`src/rtl/sequence_loader.sv`:
```
// sequence_loader
//   Write-side front end for the alignment core. Converts a stream of ASCII
//   nucleotide characters into 3-bit symbol codes and drives the sequence-RAM
//   write ports. Sequence A is loaded first, then sequence B, each terminated
//   by ';'. Lengths and sticky error flags are reported, and done is raised
//   once both sequences are stored.
//
// Ports
//   clk, rst            clock (rising edge), asynchronous active-low reset
//   start               begin a new load (honoured in IDLE / DONE only)
//   in_data, in_valid   ASCII character stream
//   in_ready            loader accepts a character this cycle
//   din_ram, en_ram     symbol code and RAM enable (write cycles only)
//   weA, weB            write strobes for sequence A / B RAM
//   addr_dinA/B         1-based write address (0 when not writing)
//   len_a, len_b        stored symbol counts
//   done                both sequences terminated
//   err_char/ovf/empty  sticky error flags, cleared by start
module sequence_loader #(
    parameter int N       = 128,
    parameter int BitAddr = $clog2(N + 1)
) (
    input  logic               clk,
    input  logic               rst,
    input  logic               start,
    input  logic [7:0]         in_data,
    input  logic               in_valid,
    output logic               in_ready,
    output logic [2:0]         din_ram,
    output logic               en_ram,
    output logic               weA,
    output logic               weB,
    output logic [BitAddr:0]   addr_dinA,
    output logic [BitAddr:0]   addr_dinB,
    output logic [BitAddr:0]   len_a,
    output logic [BitAddr:0]   len_b,
    output logic               done,
    output logic               err_char,
    output logic               err_ovf,
    output logic               err_empty
);

    localparam int AW = BitAddr + 1;
    localparam logic [AW-1:0] NMAX = AW'(N);

    typedef enum logic [1:0] {IDLE, LOAD_A, LOAD_B, DONE} state_t;

    state_t          state_q, state_d;
    logic [AW-1:0]   len_a_q, len_a_d, len_b_q, len_b_d;
    logic [AW-1:0]   addr_a_q, addr_a_d, addr_b_q, addr_b_d;
    logic [2:0]      din_q, din_d;
    logic            en_q, en_d, we_a_q, we_a_d, we_b_q, we_b_d;
    logic            ready_q, ready_d, done_q, done_d;
    logic            ech_q, ech_d, eovf_q, eovf_d, eemp_q, eemp_d;

    // Character decode
    logic            is_sym, is_sep, accept;
    logic [2:0]      code;
    logic [AW-1:0]   cur_len, nxt_len;

    always_comb begin
        is_sym = 1'b1;
        code   = 3'b000;
        case (in_data)
            8'h41, 8'h61: code = 3'b000;   // A a
            8'h43, 8'h63: code = 3'b001;   // C c
            8'h47, 8'h67: code = 3'b010;   // G g
            8'h54, 8'h74: code = 3'b011;   // T t
            default:      is_sym = 1'b0;
        endcase
        is_sep  = (in_data == 8'h3B);
        // ready_q is high exactly in LOAD_A / LOAD_B
        accept  = in_valid && ready_q;
        cur_len = (state_q == LOAD_B) ? len_b_q : len_a_q;
        nxt_len = cur_len + AW'(1);
    end

    always_comb begin
        state_d  = state_q;
        len_a_d  = len_a_q;
        len_b_d  = len_b_q;
        ech_d    = ech_q;
        eovf_d   = eovf_q;
        eemp_d   = eemp_q;
        // write-port outputs are single-cycle pulses, zero unless writing
        en_d     = 1'b0;
        we_a_d   = 1'b0;
        we_b_d   = 1'b0;
        din_d    = 3'b000;
        addr_a_d = '0;
        addr_b_d = '0;

        case (state_q)
            IDLE, DONE: begin
                if (start) begin
                    state_d = LOAD_A;
                    len_a_d = '0;
                    len_b_d = '0;
                    ech_d   = 1'b0;
                    eovf_d  = 1'b0;
                    eemp_d  = 1'b0;
                end
            end
            LOAD_A, LOAD_B: begin
                if (accept) begin
                    if (is_sym) begin
                        if (cur_len < NMAX) begin
                            en_d  = 1'b1;
                            din_d = code;
                            if (state_q == LOAD_A) begin
                                len_a_d  = nxt_len;
                                we_a_d   = 1'b1;
                                addr_a_d = nxt_len;
                            end else begin
                                len_b_d  = nxt_len;
                                we_b_d   = 1'b1;
                                addr_b_d = nxt_len;
                            end
                        end else begin
                            eovf_d = 1'b1;
                        end
                    end else if (is_sep) begin
                        if (cur_len == '0) eemp_d = 1'b1;
                        state_d = (state_q == LOAD_A) ? LOAD_B : DONE;
                    end else begin
                        ech_d = 1'b1;
                    end
                end
            end
            default: state_d = IDLE;
        endcase

        // status outputs reflect the state entered on this edge
        ready_d = (state_d == LOAD_A) || (state_d == LOAD_B);
        done_d  = (state_d == DONE);
    end

    always_ff @(posedge clk or negedge rst) begin
        if (!rst) begin
            state_q  <= IDLE;
            len_a_q  <= '0;
            len_b_q  <= '0;
            addr_a_q <= '0;
            addr_b_q <= '0;
            din_q    <= 3'b000;
            en_q     <= 1'b0;
            we_a_q   <= 1'b0;
            we_b_q   <= 1'b0;
            ready_q  <= 1'b0;
            done_q   <= 1'b0;
            ech_q    <= 1'b0;
            eovf_q   <= 1'b0;
            eemp_q   <= 1'b0;
        end else begin
            state_q  <= state_d;
            len_a_q  <= len_a_d;
            len_b_q  <= len_b_d;
            addr_a_q <= addr_a_d;
            addr_b_q <= addr_b_d;
            din_q    <= din_d;
            en_q     <= en_d;
            we_a_q   <= we_a_d;
            we_b_q   <= we_b_d;
            ready_q  <= ready_d;
            done_q   <= done_d;
            ech_q    <= ech_d;
            eovf_q   <= eovf_d;
            eemp_q   <= eemp_d;
        end
    end

    assign in_ready  = ready_q;
    assign din_ram   = din_q;
    assign en_ram    = en_q;
    assign weA       = we_a_q;
    assign weB       = we_b_q;
    assign addr_dinA = addr_a_q;
    assign addr_dinB = addr_b_q;
    assign len_a     = len_a_q;
    assign len_b     = len_b_q;
    assign done      = done_q;
    assign err_char  = ech_q;
    assign err_ovf   = eovf_q;
    assign err_empty = eemp_q;

endmodule

```
`config.mk`:
```
export PLATFORM = sky130hd
export DESIGN_NAME = sequence_loader
export DESIGN_NICKNAME = d
export VERILOG_FILES = /design/src/rtl/sequence_loader.sv
export SDC_FILE = /design/constraint.sdc
export NUM_CORES = 1
export LEC_CHECK = 0
export ABC_AREA = 1
export BUFFER_PORTS_ARGS = -buffer_cell sky130_fd_sc_hd__buf_2
export CAP_MARGIN = 20
export CORE_MARGIN = 2
export CORE_UTILIZATION = 43
export DETAILED_ROUTE_END_ITERATION = 12
export GPL_ROUTABILITY_DRIVEN = 0
export HOLD_SLACK_MARGIN = 0.12
export PLACE_DENSITY = 0.68
export SKIP_LAST_GASP = 1
export SYNTH_ARGS = -nofsm -noshare
export SYNTH_HDL_FRONTEND = slang
export SYNTH_SLANG_ARGS = --single-unit
export TNS_END_PERCENT = 1
```
`constraint.sdc`:
```
create_clock -name clk -period 3.95 [get_ports clk]
set_input_delay 0.5925 -clock clk [delete_from_list [all_inputs] [get_ports clk]]
set_output_delay 0.5925 -clock clk [all_outputs]
set_load 0.02 [all_outputs]
```
==> metrics.md <==
| Metric | Value |
|---|---|
| Outcome | complete, no violations |
| Initial core utilization | 0.4512 |
| Main combinational cell family by area after synthesis | simple AND/OR/NAND/NOR gates |
| Hold Crit Class | in -> async |
| 1st-iter DRT viols | 80 |
| Endpoints failing setup | 0 |
| Mapped cell area | 0.002349 mm^2 |
| CTS tree | done |
| Static Leak | 0.001617 uW |
| RSZ-0062 raised after global routing | false |
| Crit path max fanout | 12 |
| Die Ht | ~78 um |
| Multiplexer share of the synthesized area | 0 |
| Number of enable flip-flop cells after synthesis | 0 |
| Worst-path cell chain | inv_1 > ha_1 > inv_2 > nand2_1 > nand2_4 > nand2_8 > nor2_4 > nor3_1 > inv_1 > nor2_1 |
| Gr ovfl total | 0 |
| Largest area contributor in the synthesized netlist | dfrtp_1 |
| Routed wire per std cell | approximately 12 um |
| Tcrit/Tclk final | 0.6016 |
| Final hold violation count | 0 |
| Final WS setup | around 1.6 ns |
| Count leader, synth | nand2_1 |
| Crit path DAT | about 2.6 ns |
| Async SR Flop Fraction | 1.000 |
| FF+latch count, synth | 48 |
| Clock tree root buffer cell | clkbuf_8 |
| First-pass GRT wire length | roughly 8500 um |
| CTS Hold Bufs | 0 |
| IO Count | 59 |
| Post-Synth Adder-Cell Area | 0.01598 |
| Avg Cell Area, Syn | slightly above 8 um^2 |
| Max Clk Rate | 420.8 MHz |
| Die area | 0.006068 mm^2 |
| Fin Clk Skew | 0.009508 ns |
| Final Max Slew Viols | 0 |
| Initial antenna violation count | 0 |
| Setup TNS | 0 ns |
| Register area share after synthesis | 0.5115 |
| Clock buffer count from CTS | 5 |
| Slowest-stage cell, CP | ha_1 |
| Clk sinks | 48 |
| CP max stage delay | between 0.5 and 0.6 ns |
| Worst slack, placed | 1.632 ns |
| Reg-to-reg setup timing slack | 1.57 ns |
| CP endpoint kind | register |
| Fraction of layout cells with a size suffix above 1 | 0.2771 |
| Share of the synthesized area in the top cell type | 0.5115 |
| Critical path class | reg -> reg |
| Req. time, crit path | ~4.2 ns |
| Post-DP HPWL | roughly 3700 um |
| Core area | between 0.005 and 0.006 mm^2 |
| Setup crit start kind | register |
| Drt drc | 0 |
| Routed wire length | just under 5000 um |
| Max Cap Violations | 0 |
| Tot GR Track Use | 0.1751 |
| Post-CTS setup buffers | 0 |
| First drt pass iteration count | 4 |
| Pin count of the biggest net entering global routing | between 40 and 50 |
| Crit path time final | between 2 and 2.5 ns |
| Vias in the first global route | approximately 1800 |
| Netlist cell types | 26 |
| Clock-pin transition on the worst setup and hold timing paths | 0.09 ns |
| Pwr dens | ~500 mW/mm^2 |
| Worst-skew pair later-pin latency | 0.30 ns |
| Fillers | roughly 500 |
| ANT cells | 0 |
| Worst VDD drop | 253.1 uV |
| Post-cts gate resize count | 0 |
| Buf/Inv on CP | 3 |
| Die span in x | just under 80 um |
| Core Rows | 26 |
| Synth Area in Compound Gates | 0.04901 |
| Synth Area in Simple Gates | 0.3570 |
| Top post-synthesis cells by count | nand2_1, dfrtp_1, nor2_1 |
| CTS H-tree lvls | 2 |
| Routed Antenna Nets | 0 |
| Most common flop cell mapped by yosys | dfrtp_1 |
| Nets | 364 |
| Cells taking the most area after synthesis | dfrtp_1, nand2_1, nor2_1 |
| Worst-case clock buffer depth | 2 |
| Synth Instances | between 200 and 300 |
| PortBufs | between 50 and 60 |
| Top cell family by delay on the critical path | simple AND/OR/NAND/NOR gates |
| Routed vias | a little under 2000 |
| Area growth syn-to-layout | 20.25% |
| Vias per std cell | roughly 4.6 |
| Xor/xnor share of the synthesized area | 0 |
| Synth warn | 0 |
| Most used cell, CP | inv_1 |
| Slew @ Worst Pin | between 0.6 and 0.7 ns |
| Slew HR | 0.5896 |
## through the flow
stage	util	cell area (um^2)	power [uW]	hold WS, ns	std cells
after detailed placement	0.5166	2689	1053	0.4677	411
final	0.5425	2824	1407	0.1702	420
after floorplan	-	2356	936.3	0.2969	289
after global routing	0.5425	2824	1501	0.1784	420
after CTS	0.5387	2804	1412	0.4898	419
after global placement	0.5166	2689	1045	0.4694	411
## layout make-up
class,instances,area (um^2),share of cell area
flip-flops and latches,48,1201,0.4253
multi-input cells,206,1002,0.3549
repair buffers,58,305.3,0.1081
inverters,30,112.6,0.03988
well taps,70,87.58,0.03101
clock buffers,5,68.82,0.02437
clock inverters,3,46.29,0.01639
## state kept, by name, indices dropped and copies added (netlist names), 2 cells and up
name       flops
addr_dinA      9
len_b          9
addr_dinB      9
state_q        2
len_a          9
din_ram        2
## final timing paths
kind	depth (start not counted)	start	end
worst max-delay path	10	state_q[0]	addr_dinA[2]
worst min-delay path	1	rst	addr_dinB[3]
worst max register to register	10	state_q[0]	addr_dinA[2]
worst min register to register	2	err_ovf	err_ovf
max in group asynchronous	2	rst	din_ram[1]
min in group clk	2	err_ovf	err_ovf
## layout by cell type (no fill, tap or decap), drive strengths merged
cell type and n:
nand2 115, buf 58, dfrtp 48, nor2 44
inv 31, o21ai 13, nand3 12, nor3 7
clkbuf 5, a21oi 4, nand4 3, ha 3
conb 3, a21boi 2, clkinvlp 1, bufinv 1
## cells by family after synthesis
logic type	count (synthesis)
buffers and inverters	35
other	1
flip-flops	48
adder cells (fa/ha/maj)	3
AND/OR/NAND/NOR	181
AO/OA/AOI/OAI	19
## where the power goes
part	internal, uW	switching, uW	total, uW
combinational	131	352	483
sequential	533	30.3	563
clock	191	171	361
total	855	553	1410
## per-layer routing
metal,share of wire,vias up,GRT usage
met5,0,-,0
met1,0.48,880,0.2392
met2,0.46,49,0.2862
li1,-,998,-
met3,0.054,4,0.03953
met4,0.0069,0,0.03860
Power figures use the tool's default switching activity.
